`config.mk`:
```
export PLATFORM = sky130hd
export DESIGN_NAME = grey_display
export DESIGN_NICKNAME = d
export VERILOG_FILES = /design/src/rtl/grey_display.sv
export SDC_FILE = /design/constraint.sdc
export NUM_CORES = 1
export LEC_CHECK = 0
export BUFFER_PORTS_ARGS = -buffer_cell sky130_fd_sc_hd__buf_4
export CAP_MARGIN = 10
export CORE_UTILIZATION = 60
export DETAILED_ROUTE_END_ITERATION = 8
export PLACE_DENSITY = 0.83
export RECOVER_POWER = 50
export SLEW_MARGIN = 0
export SYNTH_ARGS = -nofsm -noshare
export SYNTH_HDL_FRONTEND = slang
export SYNTH_SLANG_ARGS = --single-unit
```
`constraint.sdc`:
```
create_clock -name clk -period 4.6 [get_ports clk]
set_clock_uncertainty 0.2 [all_clocks]
set_input_delay 0.69 -clock clk [delete_from_list [all_inputs] [get_ports clk]]
set_output_delay 0.69 -clock clk [all_outputs]
set_load 0.05 [all_outputs]
```
`src/rtl/grey_display.sv`:
```
`default_nettype none
// ============================================================================
//  Module      : grey_display
//  Description : Synchronises an 8-bit Gray count coming from another clock
//                domain, converts it to binary and shows the binary value on a
//                single 7-segment digit. The low nibble and the high nibble are
//                shown alternately, each for 2^DWELL_LOG2 clocks.
//
//  Parameters  : DWELL_LOG2 - log2 of the clocks each nibble stays on the
//                             display (1..16)
//
//  Ports       : clk      in   sole clock, rising edge
//                reset    in   asynchronous, active-high reset
//                grey_in  in   [7:0] Gray count, asynchronous to clk
//                bin_out  out  [7:0] registered binary equivalent of grey_in
//                seg      out  [6:0] registered segments {g,f,e,d,c,b,a},
//                              active-high
//                dp       out  registered; 1 = high nibble on display
//                err      out  registered sticky step-violation flag
//
//  Build option: GREY_DISPLAY_CHECK_EN
//                defined   - the Gray step checker is built. Two consecutive
//                            synchronised samples that differ in two or more
//                            bits set err, which stays set until reset, and
//                            the high-nibble phase then shows "E".
//                undefined - no checker logic; err is tied low and the display
//                            is never overridden.
//
//  Revision    : 1.0 - initial release
// ============================================================================
module grey_display #(
    parameter int DWELL_LOG2 = 10
) (
    input  logic       clk,
    input  logic       reset,
    input  logic [7:0] grey_in,
    output logic [7:0] bin_out,
    output logic [6:0] seg,
    output logic       dp,
    output logic       err
);

    // ------------------------------------------------------------------------
    // Constants
    // ------------------------------------------------------------------------
    localparam logic [6:0] C_SEG_E = 7'h79;

    // ------------------------------------------------------------------------
    // Display phase state machine
    // ------------------------------------------------------------------------
    typedef enum logic [0:0] {
        SHOW_LO = 1'b0,
        SHOW_HI = 1'b1
    } state_t;

    state_t r_state;
    state_t w_state_nxt;

    // ------------------------------------------------------------------------
    // Declarations
    // ------------------------------------------------------------------------
    logic [7:0]            r_s1;
    logic [7:0]            r_s2;
    logic [7:0]            w_bin;
    logic [7:0]            r_bin;
    logic [DWELL_LOG2-1:0] r_dwell;
    logic                  w_dwell_tc;
    logic                  w_snap_load;
    logic [7:0]            r_snap;
    logic [3:0]            w_nib;
    logic [6:0]            w_seg_nxt;
    logic                  w_hi_override;
    logic [6:0]            r_seg;
    logic                  r_dp;

    // ------------------------------------------------------------------------
    // Hex font for one nibble, segments {g,f,e,d,c,b,a}
    // ------------------------------------------------------------------------
    function automatic logic [6:0] f_hex_font(input logic [3:0] i_nib);
        logic [6:0] v;
        case (i_nib)
            4'h0:    v = 7'h3F;
            4'h1:    v = 7'h06;
            4'h2:    v = 7'h5B;
            4'h3:    v = 7'h4F;
            4'h4:    v = 7'h66;
            4'h5:    v = 7'h6D;
            4'h6:    v = 7'h7D;
            4'h7:    v = 7'h07;
            4'h8:    v = 7'h7F;
            4'h9:    v = 7'h6F;
            4'hA:    v = 7'h77;
            4'hB:    v = 7'h7C;
            4'hC:    v = 7'h39;
            4'hD:    v = 7'h5E;
            4'hE:    v = 7'h79;
            default: v = 7'h71;
        endcase
        return v;
    endfunction

    // ------------------------------------------------------------------------
    // Two-flop synchroniser. Because the upstream counter is Gray coded, at
    // most one bit is in flight at any time, so a per-bit synchroniser yields
    // either the old or the new count, never a mix.
    // ------------------------------------------------------------------------
    always_ff @(posedge clk or posedge reset) begin
        if (reset) begin
            r_s1 <= 8'h00;
            r_s2 <= 8'h00;
        end else begin
            r_s1 <= grey_in;
            r_s2 <= r_s1;
        end
    end

    // ------------------------------------------------------------------------
    // Gray to binary: bit i is the XOR of all Gray bits from 7 down to i.
    // Written as a reduction per bit so there is no bit-to-bit chain inside
    // one vector.
    // ------------------------------------------------------------------------
    generate
        for (genvar gi = 0; gi < 8; gi++) begin : g_bin
            assign w_bin[gi] = ^r_s2[7:gi];
        end
    endgenerate

    always_ff @(posedge clk or posedge reset) begin
        if (reset) begin
            r_bin <= 8'h00;
        end else begin
            r_bin <= w_bin;
        end
    end

    assign bin_out = r_bin;

    // ------------------------------------------------------------------------
    // Dwell counter. It is exactly DWELL_LOG2 bits wide, so incrementing past
    // the terminal count wraps to zero on its own.
    // ------------------------------------------------------------------------
    assign w_dwell_tc = &r_dwell;

    always_ff @(posedge clk or posedge reset) begin
        if (reset) begin
            r_dwell <= '0;
        end else begin
            r_dwell <= r_dwell + DWELL_LOG2'(1);
        end
    end

    // ------------------------------------------------------------------------
    // FSM state register
    // ------------------------------------------------------------------------
    always_ff @(posedge clk or posedge reset) begin
        if (reset) begin
            r_state <= SHOW_LO;
        end else begin
            r_state <= w_state_nxt;
        end
    end

    // ------------------------------------------------------------------------
    // FSM next state. The snapshot is taken only when leaving SHOW_HI, so a
    // low/high display pair always comes from one captured value.
    // ------------------------------------------------------------------------
    always_comb begin
        w_state_nxt = r_state;
        w_snap_load = 1'b0;
        if (w_dwell_tc) begin
            case (r_state)
                SHOW_LO: begin
                    w_state_nxt = SHOW_HI;
                end
                SHOW_HI: begin
                    w_state_nxt = SHOW_LO;
                    w_snap_load = 1'b1;
                end
                default: begin
                    w_state_nxt = SHOW_LO;
                end
            endcase
        end
    end

    // ------------------------------------------------------------------------
    // Display snapshot register
    // ------------------------------------------------------------------------
    always_ff @(posedge clk or posedge reset) begin
        if (reset) begin
            r_snap <= 8'h00;
        end else if (w_snap_load) begin
            r_snap <= r_bin;
        end
    end

`ifdef GREY_DISPLAY_CHECK_EN
    // ------------------------------------------------------------------------
    // Gray step checker. Consecutive synchronised samples may differ in at
    // most one bit. Two or more differing bits means the difference has a
    // second set bit, i.e. clearing its lowest set bit leaves it non-zero.
    // The violation is registered on the edge the offending sample enters
    // r_prev and folded into the sticky flag one clock later.
    // ------------------------------------------------------------------------
    logic [7:0] r_prev;
    logic       r_valid;
    logic       r_viol;
    logic       r_err;
    logic [7:0] w_diff;
    logic       w_step_bad;

    assign w_diff     = r_s2 ^ r_prev;
    assign w_step_bad = r_valid & (|(w_diff & (w_diff - 8'd1)));

    always_ff @(posedge clk or posedge reset) begin
        if (reset) begin
            r_prev  <= 8'h00;
            r_valid <= 1'b0;
            r_viol  <= 1'b0;
            r_err   <= 1'b0;
        end else begin
            r_prev  <= r_s2;
            r_valid <= 1'b1;
            r_viol  <= w_step_bad;
            r_err   <= r_err | r_viol;
        end
    end

    assign err           = r_err;
    assign w_hi_override = r_err;
`else
    assign err           = 1'b0;
    assign w_hi_override = 1'b0;
`endif

    // ------------------------------------------------------------------------
    // Segment decode and output registers. seg/dp reflect the state and
    // snapshot of the previous clock.
    // ------------------------------------------------------------------------
    always_comb begin
        w_nib     = (r_state == SHOW_HI) ? r_snap[7:4] : r_snap[3:0];
        w_seg_nxt = f_hex_font(w_nib);
        if ((r_state == SHOW_HI) && w_hi_override) begin
            w_seg_nxt = C_SEG_E;
        end
    end

    always_ff @(posedge clk or posedge reset) begin
        if (reset) begin
            r_seg <= 7'h00;
            r_dp  <= 1'b0;
        end else begin
            r_seg <= w_seg_nxt;
            r_dp  <= (r_state == SHOW_HI);
        end
    end

    assign seg = r_seg;
    assign dp  = r_dp;

endmodule
`default_nettype wire

```
# Word level (Yosys, flattened, before mapping)
# Memory sizes are Yosys's and may differ from the RTL's. A register that Yosys moved wholly into a read port is not among the register bits.
# Index checks and enable logic that the tools add are counted.
[totals]
ff_bits = 44
word_cells = 22
mem_count = 1
rom_bits = 112
[mem_list]
columns = ["memory", "words", "word_bits", "read_ports", "rd_clocked_by_memory_dff", "wr", "line", "source"]
rows = [
  ["(name not given)", 16, 7, 1, 1, 0, "81", "case (i_nib)"],
]
[classes]
mux = 4
n_reduce_logical = 8
bitwise_logic = 1
n_addsub = 1
[ops]
columns = ["op", "count"]
rows = [
  ["$add A10 B1 Y10 const B", 1],
  ["$reduce_and A10 Y1", 1],
  ["$reduce_xor A8 Y1", 1],
  ["$reduce_xor A7 Y1", 1],
  ["$reduce_xor A6 Y1", 1],
  ["$reduce_xor A5 Y1", 1],
  ["$mux W4", 1],
  ["$reduce_xor A4 Y1", 1],
  ["$reduce_xor A3 Y1", 1],
  ["$mux W1", 2],
  ["$pmux W1 S2", 1],
  ["$reduce_xor A2 Y1", 1],
  ["$not A1 Y1", 1],
]

# Depth between registers and ports, before layout
[depth]
depth_word = 2
depth_mapped = 7

# Least setup slack after synthesis
# Ideal clock, no wire load.
[synth_path]
path_type = "reg-to-reg"
startpoint = "register r_state"
endpoint = "register r_seg[3] (netlist: seg[3])"
setup_time_ns = 0.065
setup_slack_ns = 2.582
required_time_ns = 4.335
t_arrival_ns = 1.754
path_stages_with_launch = 7
period_less_slack_ns = 2.018
path_cell_list = "dfrtp_1 > buf_6 > mux2i_1 > inv_1 > ha_1 > mux4_1 > inv_1"
[synth_via]
elab_chain_cells = 1
[synth_rtl]
columns = ["item", "line", "source"]
rows = [
  ["start, declared", "56", "state_t r_state;"],
  ["start signal, assigned", "159", "r_state <= w_state_nxt;"],
  ["$mux W4", "241", "w_nib = (r_state == SHOW_HI) ? r_snap[7:4] : r_snap[3:0];"],
  ["end, declared", "73", "logic [6:0] r_seg;"],
]
# Every way passes these cells.
# A chain may end at the register's enable or synchronous reset.

# Worst setup path in the final report
# Ends and elaborated chain as after synthesis.

==> impl_metrics.toml <==
[critical_path]
critPathCapture = "seg[3]"
crit_cells = 3
rr_worst_depth = 3
r2r-end = "seg[3]"
r2r_slack_ps = 2280
critical_path.startpoint = "r_state"
rr_startpoint = "r_state"
start_kind = "flop"
cp_cell_sequence = "mux2i_1, mux4_1, inv_1"
slowest_delay_ps = 810
cp_data_arrival_time_ps = 2440
path_max_fanout = 12
end_kind = "flop"
cpLargestDelayFamily = "multiplexers"
cp_data_required_time_ps = 4710
critical_path_buf_inv_count = 1
slowest_stage = "mux2i_1"
crit_type = "reg -> reg"

[sta]
relSlewSlack_pct = -18.54
fin_crit_sh_pct = 50.51
period_minus_slack_ps = 2323
hold_viol = 0
slew_violations = 52
tns_ps = 0
setup_violations = 0
rsz0062_at_grt = "false"
clock.fmax_ghz = 0.4304
worst_slew_pin_slew_ps = 1776

[min_path]
hold_path_class = "reg -> reg"
min_from = "r_s1[6]"

[yosys]
syn_area_um2 = 1998
syn_avg_cell_area_um2 = 15.37
post_synth_main_area_contributors = "dfrtp_1, mux2_2, xnor2_1"
yosysTopAreaCell = "dfrtp_1"
ys.flop_type = "dfrtp_1"
synth_edf_count = 0
yosysTopAreaCellShare_pct = 63.87
netlist_instances = 130
ys_types = 29
synth_most_common_cell = "dfrtp_1"
synthTopCellsByCount = "dfrtp_1, xnor2_1, mux2_2, ha_1, inv_1"
ys_seq_area_share_pct = 63.87
synth-warning-count = 0
synthesis.nets = 148
async_flop_share_pct = 100.0
synth.ff_latch_count = 51

[drt]
firstDrtPassIters = 4
wl_per_cell_um = 13.98
postRouteAntennaNets = 0
num_vias = 1073
drc = 0
wirelength_um = 2852
drtIter0Drc = 32
routed_via_density = 5.260

[finish]
layout.nets = 177
layoutNonFillerInstCount = 204
syn_to_final_growth_pct = 13.46
n_antenna_cell = 0
drive_gt1_share_pct = 29.38
design_area_um2 = 2267

[power_and_ir_drop]
p_leak_nw = 1.075
power.density_nw_per_um2 = 351.3
ir_worst_vdd_uv = 308.4

[cts]
clock-sinks = 51
tritoncts = "yes"
cts-resized-gates = 0
numCtsBuffers = 5
clock_path_buffers = 2
cts-root-buf = "clkbuf_4"
cts_max_level = 2
post_cts_buffers = 0
hold_buffers = 0
clk_pin_slew_ps = 140
clk_latency_ps = 360

[floorplan]
die_area_um2 = 3565
rows = 20
io_pins = 27
fp.dieH_um = 59.71
fp.dieW_um = 59.71
start_util_pct = 64.40
core_area_um2 = 3103

[placed_design]
place_area_um2 = 2215
dp_cells = 196
place.gp.congestion = 0.9750
io_buffers = 25
dp_hpwl_um = 2077

[grt]
antenna_found_initial = 0
grtUsageTotal_pct = 18.61
grt_pass1_vias = 1097
overflow = 0
grt_pass1_wl_um = 4650
grt_max_degree = 52

[job]
cap_violations = 1

[run_status]
status = "finished with violations"
violations = "max-capacitance violations, max-slew violations"
[cell usage in the layout, fill, tap and decap left out, drive strengths merged, types with 4 or more instances in the layout]
cell type	count
mux2i	5
dfrtp	51
ha	8
mux2	11
xnor2	12
clkbuf	15
nand3	4
buf	16
xor2	5
inv	7
[registers in the layout (all words and copies together) (netlist names)]
| signal | flops |
|---|---|
| dp | 1 |
| r_snap | 8 |
| r_dwell | 10 |
| r_state | 1 |
| bin_out | 8 |
| seg | 7 |
| r_s1 | 8 |
| r_s2 | 8 |
[final cells by class]
type	count	area, µm²
Multi-Input combinational cell	69	668.1
Sequential cell	51	1276
Inverter	7	26.28
Clock inverter	2	12.51
Fill cell	219	835.8
Timing Repair Buffer	25	187.7
Clock buffer	6	41.29
Tap cell	44	55.05
[per-stage QoR]
| step | hold slack (ps) | util (%) | power, mW | setup WS (ps) |
|---|---|---|---|---|
| after floorplan | 131.2 | - | 0.5778 | 2480 |
| after global placement | 134.7 | 71.37 | 0.6170 | 2418 |
| after detailed placement | 137.0 | 71.37 | 0.6202 | 2300 |
| after CTS | 167.0 | 73.10 | 0.8082 | 2282 |
| after global routing | 172.9 | 73.06 | 0.8289 | 2073 |
| final | 164.4 | 73.06 | 0.7966 | 2277 |
[per-layer routing]
metal | up-vias | wire length [µm] | GRT usage (%)
met2 | 41 | 1575 | 32.54
met4 | 0 | 23 | 6.645
met3 | 2 | 165 | 6.494
met1 | 529 | 1088 | 21.03
met5 | - | 0 | 0
li1 | 501 | - | -
[where the power goes]
part	total [mW]	leakage, nW	internal, mW	switching (mW)
logic	0.124	0.436	0.0384	0.0859
registers	0.484	0.611	0.471	0.0122
clock network	0.189	0.0282	0.0592	0.129
total	0.797	1.08	0.569	0.228
[cell families after synthesis]
logic type,count (synthesis),share of synthesized area [%]
AO/OA/AOI/OAI,7,3.006
adder cells (fa/ha/maj),8,5.010
buffers and inverters,10,2.630
AND/OR/NAND/NOR,17,5.197
other,1,0.1877
XOR/XNOR,19,9.893
multiplexers,17,10.21
flip-flops,51,63.87
[how the worst min path moves through the flow]
stage,depth (start not counted),endpoint,slack (ps)
2_1_floorplan,0,r_s2[0],130
5_1_grt,0,r_s2[3],170
3_5_place_dp,0,r_s2[6],140
6_report,0,r_s2[6],160
3_3_place_gp,0,r_s2[7],130
4_1_cts,0,r_s2[6],170
No activity file was read; power rests on OpenSTA's default activity.
